==> config.mk <==
export PLATFORM = sky130hd
export DESIGN_NAME = branch_resolve_pipe
export DESIGN_NICKNAME = d
export VERILOG_FILES = /design/src/rtl/branch_resolve_pipe_pkg.sv /design/src/rtl/branch_resolve_pipe_br_cmp.sv /design/src/rtl/branch_resolve_pipe.sv
export SDC_FILE = /design/constraint.sdc
export NUM_CORES = 1
export LEC_CHECK = 0
export CAP_MARGIN = 20
export CORE_MARGIN = 3
export CORE_UTILIZATION = 35
export CTS_BUF_LIST = sky130_fd_sc_hd__clkbuf_16
export DETAILED_ROUTE_END_ITERATION = 16
export GPL_ROUTABILITY_DRIVEN = 0
export SYNTH_ARGS = -nofsm -noshare
export SYNTH_HDL_FRONTEND = slang
export SYNTH_HIERARCHICAL = 1
export SYNTH_SLANG_ARGS = --single-unit
==> constraint.sdc <==
create_clock -name clk -period 6.1 [get_ports clk]
set_input_delay 1.22 -clock clk [delete_from_list [all_inputs] [get_ports clk]]
set_output_delay 1.22 -clock clk [all_outputs]
set_load 0.02 [all_outputs]
==> src/rtl/branch_resolve_pipe_pkg.sv <==
// Shared RV32I branch types: funct3 encodings and the resolved-branch record
// carried down the resolve pipeline (fields sized for PCs up to 64 bits, tags up to 16).
package rv32i_types;

  typedef enum logic [2:0] {
    F3_BEQ  = 3'b000,
    F3_BNE  = 3'b001,
    F3_BLT  = 3'b100,
    F3_BGE  = 3'b101,
    F3_BLTU = 3'b110,
    F3_BGEU = 3'b111
  } br_funct3_e;

  localparam int BR_PC_W  = 64;
  localparam int BR_TAG_W = 16;

  typedef struct packed {
    logic                taken;
    logic [BR_PC_W-1:0]  next_pc;
    logic                mispredict;
    logic                illegal;
    logic [BR_TAG_W-1:0] tag;
  } br_res_t;

endpackage

==> src/rtl/branch_resolve_pipe_br_cmp.sv <==
// Combinational branch comparator: decodes funct3 and evaluates the condition
// at full WIDTH, flagging the two non-branch encodings as illegal.
module br_cmp
  import rv32i_types::*;
#(
  parameter int WIDTH = 32
) (
  input  logic [2:0]       cmpop,
  input  logic [WIDTH-1:0] a,
  input  logic [WIDTH-1:0] b,
  output logic             br_en,
  output logic             illegal
);

  logic signed [WIDTH-1:0] a_s;
  logic signed [WIDTH-1:0] b_s;
  logic                    eq;
  logic                    lt_s;
  logic                    lt_u;

  assign a_s  = a;
  assign b_s  = b;
  assign eq   = (a == b);
  assign lt_s = (a_s < b_s);
  assign lt_u = (a < b);

  always_comb begin
    br_en   = 1'b0;
    illegal = 1'b0;
    case (cmpop)
      F3_BEQ:  br_en = eq;
      F3_BNE:  br_en = ~eq;
      F3_BLT:  br_en = lt_s;
      F3_BGE:  br_en = ~lt_s;
      F3_BLTU: br_en = lt_u;
      F3_BGEU: br_en = ~lt_u;
      default: illegal = 1'b1;
    endcase
  end

endmodule

==> src/rtl/branch_resolve_pipe.sv <==
// Branch resolution pipeline: compare and target/fallthrough adds in the first
// stage, then STAGES-1 elastic delay stages with valid/ready backpressure.
module branch_resolve_pipe
  import rv32i_types::*;
#(
  parameter int WIDTH  = 32,
  parameter int TAG_W  = 4,
  parameter int STAGES = 2
) (
  input  logic             clk,
  input  logic             rst,
  input  logic             flush,
  input  logic             in_valid,
  output logic             in_ready,
  input  logic [2:0]       cmpop,
  input  logic [WIDTH-1:0] a,
  input  logic [WIDTH-1:0] b,
  input  logic [WIDTH-1:0] pc,
  input  logic [WIDTH-1:0] imm,
  input  logic             pred_taken,
  input  logic [WIDTH-1:0] pred_target,
  input  logic [TAG_W-1:0] tag,
  output logic             out_valid,
  input  logic             out_ready,
  output logic             out_taken,
  output logic [WIDTH-1:0] out_next_pc,
  output logic             out_mispredict,
  output logic             out_illegal,
  output logic [TAG_W-1:0] out_tag,
  output logic [31:0]      br_cnt,
  output logic [31:0]      mispred_cnt
);

  function automatic logic [31:0] sat_inc(input logic [31:0] v);
    return (v == 32'hFFFF_FFFF) ? v : v + 32'd1;
  endfunction

  logic             br_en;
  logic             op_illegal;
  logic             taken;
  logic             mispredict;
  logic [WIDTH-1:0] target;
  logic [WIDTH-1:0] fallthru;
  logic [WIDTH-1:0] next_pc;
  br_res_t          res_in;

  br_cmp #(.WIDTH(WIDTH)) u_cmp (
    .cmpop   (cmpop),
    .a       (a),
    .b       (b),
    .br_en   (br_en),
    .illegal (op_illegal)
  );

  assign target     = pc + imm;
  assign fallthru   = pc + WIDTH'(4);
  assign taken      = br_en & ~op_illegal;
  assign next_pc    = taken ? target : fallthru;
  assign mispredict = (taken != pred_taken) |
                      (taken & pred_taken & (target != pred_target));

  always_comb begin
    res_in            = '0;
    res_in.taken      = taken;
    res_in.next_pc    = BR_PC_W'(next_pc);
    res_in.mispredict = mispredict;
    res_in.illegal    = op_illegal;
    res_in.tag        = BR_TAG_W'(tag);
  end

  logic [STAGES-1:0] vld;
  logic [STAGES-1:0] adv;

  // A stage moves when it is empty or its successor moves; the tail follows out_ready.
  always_comb begin
    adv             = '0;
    adv[STAGES-1]   = ~vld[STAGES-1] | out_ready;
    for (int i = STAGES - 2; i >= 0; i--) begin
      adv[i] = ~vld[i] | adv[i+1];
    end
  end

  assign in_ready = adv[0] & ~flush & ~rst;

  for (genvar s = 0; s < STAGES; s++) begin : g_stg
    logic    vld_q;
    logic    vld_d;
    br_res_t res_q;
    br_res_t res_d;

    if (s == 0) begin : g_src
      // stage p0 boundary: freshly resolved branch enters here
      assign vld_d = in_valid & in_ready;
      assign res_d = res_in;
    end else begin : g_src
      // stage p1+ boundary: pure delay of the previous stage
      assign vld_d = g_stg[s-1].vld_q;
      assign res_d = g_stg[s-1].res_q;
    end

    always_ff @(posedge clk) begin
      if (rst || flush) begin
        vld_q <= 1'b0;
      end else if (adv[s]) begin
        vld_q <= vld_d;
      end
    end

    always_ff @(posedge clk) begin
      if (adv[s] && vld_d) begin
        res_q <= res_d;
      end
    end

    assign vld[s] = vld_q;
  end

  br_res_t res_out;
  logic    unused_res;
  logic    out_hs;

  assign res_out        = g_stg[STAGES-1].res_q;
  assign unused_res     = ^res_out;
  assign out_valid      = vld[STAGES-1];
  assign out_taken      = res_out.taken;
  assign out_next_pc    = res_out.next_pc[WIDTH-1:0];
  assign out_mispredict = res_out.mispredict;
  assign out_illegal    = res_out.illegal;
  assign out_tag        = res_out.tag[TAG_W-1:0];

  // A result shown during flush is dropped, so it never counts.
  assign out_hs = out_valid & out_ready & ~flush & ~rst;

  logic [31:0] br_cnt_q;
  logic [31:0] mispred_cnt_q;

  always_ff @(posedge clk) begin
    if (rst) begin
      br_cnt_q      <= '0;
      mispred_cnt_q <= '0;
    end else if (out_hs && !res_out.illegal) begin
      br_cnt_q <= sat_inc(br_cnt_q);
      if (res_out.mispredict) begin
        mispred_cnt_q <= sat_inc(mispred_cnt_q);
      end
    end
  end

  assign br_cnt      = br_cnt_q;
  assign mispred_cnt = mispred_cnt_q;

endmodule

==> impl_metrics.tcl <==
set metrics [dict create \
    status "finished clean" \
    finalNetCount 1576 \
    syn-instance-count 1070 \
    fp.dieH_um 172 \
    synth_largest_area_cell "edfxtp_1" \
    syn_area_mm2 0.00959 \
    drive_above_1_share_pct 5.04 \
    drtPass1Iterations 5 \
    seqCellArea_mm2 0.00366 \
    yosys.area.top_type_share_pct 24.4 \
    hold_viol_final 0 \
    maxSlewViolCount 0 \
    yosysMostFrequentCell "nor2_1" \
    min-delay-start "g_stg[0].res_q[45]" \
    path_common_cell "nand4_1" \
    synthArstFlopShare_pct 0 \
    die_width_um 172 \
    vias 8850 \
    rr_worst_depth 10 \
    cts_tree "built" \
    p_sw_mw 0.818 \
    endpoint_kind "register" \
    synth_commonest_cells "nor2_1 (106), nand2_1 (102), xor2_1 (82)" \
    grt_max_degree 66 \
    dp_hpwl_mm 24.0 \
    worstPathMaxFanout 3 \
    yosys-top-cells-area "edfxtp_1 (24%), dfxtp_1 (14%), ha_1 (8.7%)" \
    yosysSeqAreaShare_pct 38.2 \
    crit_chain "clkdlybuf4s50_1 -> inv_1 -> ha_1 -> nand4_1 -> inv_1 -> a221oi_2 -> o22ai_2 -> or4_1 -> a31o_1 -> nand2b_1 -> inv_1 -> ha_1 -> or3_1 -> a2111oi_2 -> nor4b_2 -> nand4_1 -> nor4_2 -> nand4_1 -> nor4_2 -> nand4_1 -> o32a_1" \
    drv_cap 0 \
    clock_sinks 144 \
    finalPower_mw 2.75 \
    p_clk_share_pct 37.1 \
    pwr-share-seq_pct 38.6 \
    drt_iter0_drc 597 \
    gr-usage-all-layers_pct 19.7 \
    synth_warnings 6 \
    crit_type "in -> reg" \
    multi_input_area_mm2 0.00559 \
    rows 59 \
    ys_types 69 \
    switching_share_pct 29.7 \
    grt_pass1_vias 8479 \
    post-route-period-util_pct 94.9 \
    dieArea_mm2 0.0294 \
    regToRegEndpoint "br_cnt[29]" \
    max_freq_mhz 173 \
    antenna-diode-count 0 \
    fin_crit_ns 5.79 \
    r2r-start "br_cnt[18]" \
    r2r_setup_slack_ns 3.29 \
    slowest_stage "or4_1" \
    cp_slowest_stage_delay_ns 0.50 \
    p_leak_nw 4.98 \
    clockBufferDepth 2 \
    io_buffers 277 \
    ant_nets 0 \
    tightest_slew_ns 0.932 \
    layout_setup_ws_ns 0.313 \
    clock_skew_ns 0.00823 \
    clockRootBuffer "clkbuf_16" \
    cp-start-kind "primary input" \
    grt_setup_unrepaired "no" \
    worstPathArrival_ns 5.95 \
    totalWireLength_mm 29.6 \
    internal_power_mw 1.93 \
    routedWlPerCell_um 17.6 \
    synth_ff_type "edfxtp_1" \
    hold_class "reg -> reg" \
    grt.overflow.total 0 \
    via_per_inst 5.26 \
    synth_area_per_cell_um2 8.96 \
    synth_edf_count 78 \
    synth_nets 1311 \
    io_pins 278 \
    cts-buffers-inserted 17 \
    min_path_cells 0 \
    hold_path_end "out_next_pc[27]" \
    nFillCells 2443 \
    combPwrFrac_pct 24.2 \
    ir_drop_v 0.000143 \
    grt_pass1_wl_mm 45.5 \
    syn_to_final_growth_pct 38.8 \
    required_ns 6.27 \
    drc_errors 0 \
    postCtsSetupRepairBufs 0 \
    core-area_mm2 0.0265 \
    powerDensity_mw_per_mm2 207 \
    place_ws_ns -0.349 \
    ys_ff_latch 144 \
    antenna_found_initial 0 \
    clkTransAtPathRegs_ns 0.06 \
    start_util_pct 36.2 \
    h-tree-depth 4 \
    finalSetupViolCount 0 \
    slew_headroom_pct 37.9 \
    clock_latency_ns 0.42 \
]
## routing by layer
layer	track usage (%)	vias to the layer above	part of all wire (%)
li1	-	4400	-
met1	27.5	4067	45
met2	32.1	344	47
met3	2.48	39	6.4
met4	5.74	0	2.0
met5	0	-	0
## power groups by stage
stage          registers (mW)  logic (mW)  clock network, mW
2_1_floorplan            1.09       0.373                  0
3_3_place_gp             1.08       0.651                  0
3_5_place_dp             1.08       0.651                  0
4_1_cts                  1.06       0.654               1.05
5_1_grt                  1.07       0.725               1.08
6_report                 1.06       0.667               1.02
## timing repair
action                     4_1_cts  5_1_grt
hold buffers                     0        0
gates resized for setup          0        7
setup endpoints to repair        0        1
## worst max-delay path, delay by kind of cell
kind / cells / cell delay [ns]
adders and majority gates: 2 / 0.59
and+or+nand+nor: 10 / 2.25
buffers and inverters: 4 / 0.64
AOI/OAI and AO/OA: 5 / 1.23
## worst max-delay path by stage
stage	startpoint	end	slack (ns)	depth (start not counted)
final	b[26]	g_stg[0].res_q[17]	0.31	21
after global routing	b[26]	g_stg[0].res_q[17]	0.02	21
after CTS	b[23]	g_stg[0].res_q[17]	0.07	21
after detailed placement	b[23]	g_stg[0].res_q[17]	-0.35	21
after global placement	b[23]	g_stg[0].res_q[17]	-0.15	21
after floorplan	b[23]	g_stg[0].res_q[17]	0.26	22
## metrics by stage
stage	hold WS, ns	TNS [ns]	utilization, %	instances	cell area, um2
CTS	0.418	0	50.1	1683	13300
global placement	0.401	-0.155	47.9	1651	12700
finish	0.417	0	50.2	1683	13300
detailed placement	0.405	-0.349	47.9	1651	12700
floorplan	0.400	0	-	1070	9590
global route	0.424	0	50.2	1683	13300
## registers in the layout (all words and copies together), names as in the netlist
register and count:
br_cnt 32, out_illegal 1, g_stg.res_q 39, mispred_cnt 32
out_taken 1, out_next_pc 32, out_tag 4, out_valid 1
g_stg.vld_q 1, out_mispredict 1
## placed cells by master, fill, tap and decap left out, types with 5 or more instances in the layout
cell,instances
nor2b_1,6
inv_1,48
nand2_1,102
nand2b_1,5
ha_1,67
xor2_1,82
and4_1,10
o211ai_1,6
clkbuf_16,17
and2_1,6
nor4_1,5
nor3b_1,6
nand3_1,51
buf_4,14
nand3b_1,6
a211oi_1,7
mux2i_1,5
and3_1,25
nand4_1,40
a21o_1,11
xnor2_1,58
nor3_1,12
o21ai_0,47
o21a_1,5
edfxtp_1,78
a21oi_1,65
a2111oi_0,5
dfxtp_1,66
o21ai_1,13
nor2_1,106
clkdlybuf4s50_1,276
or3_1,13
## cells by family after synthesis
| group | share of synthesized area, % |
|---|---|
| compound gates | 13.7 |
| xor+xnor | 13.5 |
| fa+ha+maj | 8.95 |
| buf+inv | 3.86 |
| flops | 38.2 |
| mux | 0.522 |
| simple gates | 21.2 |
## area by class of cell
type                    instances  share of cell area [%]
multi-input cells             833                    42.0
flip-flops and latches        144                    27.5
well taps                     335                    3.15
inverters                      48                    1.35
clock buffers                  17                    3.20
repair buffers                291                    21.6
clock inverters                15                    1.15
No activity file was read; power rests on OpenSTA's default activity.
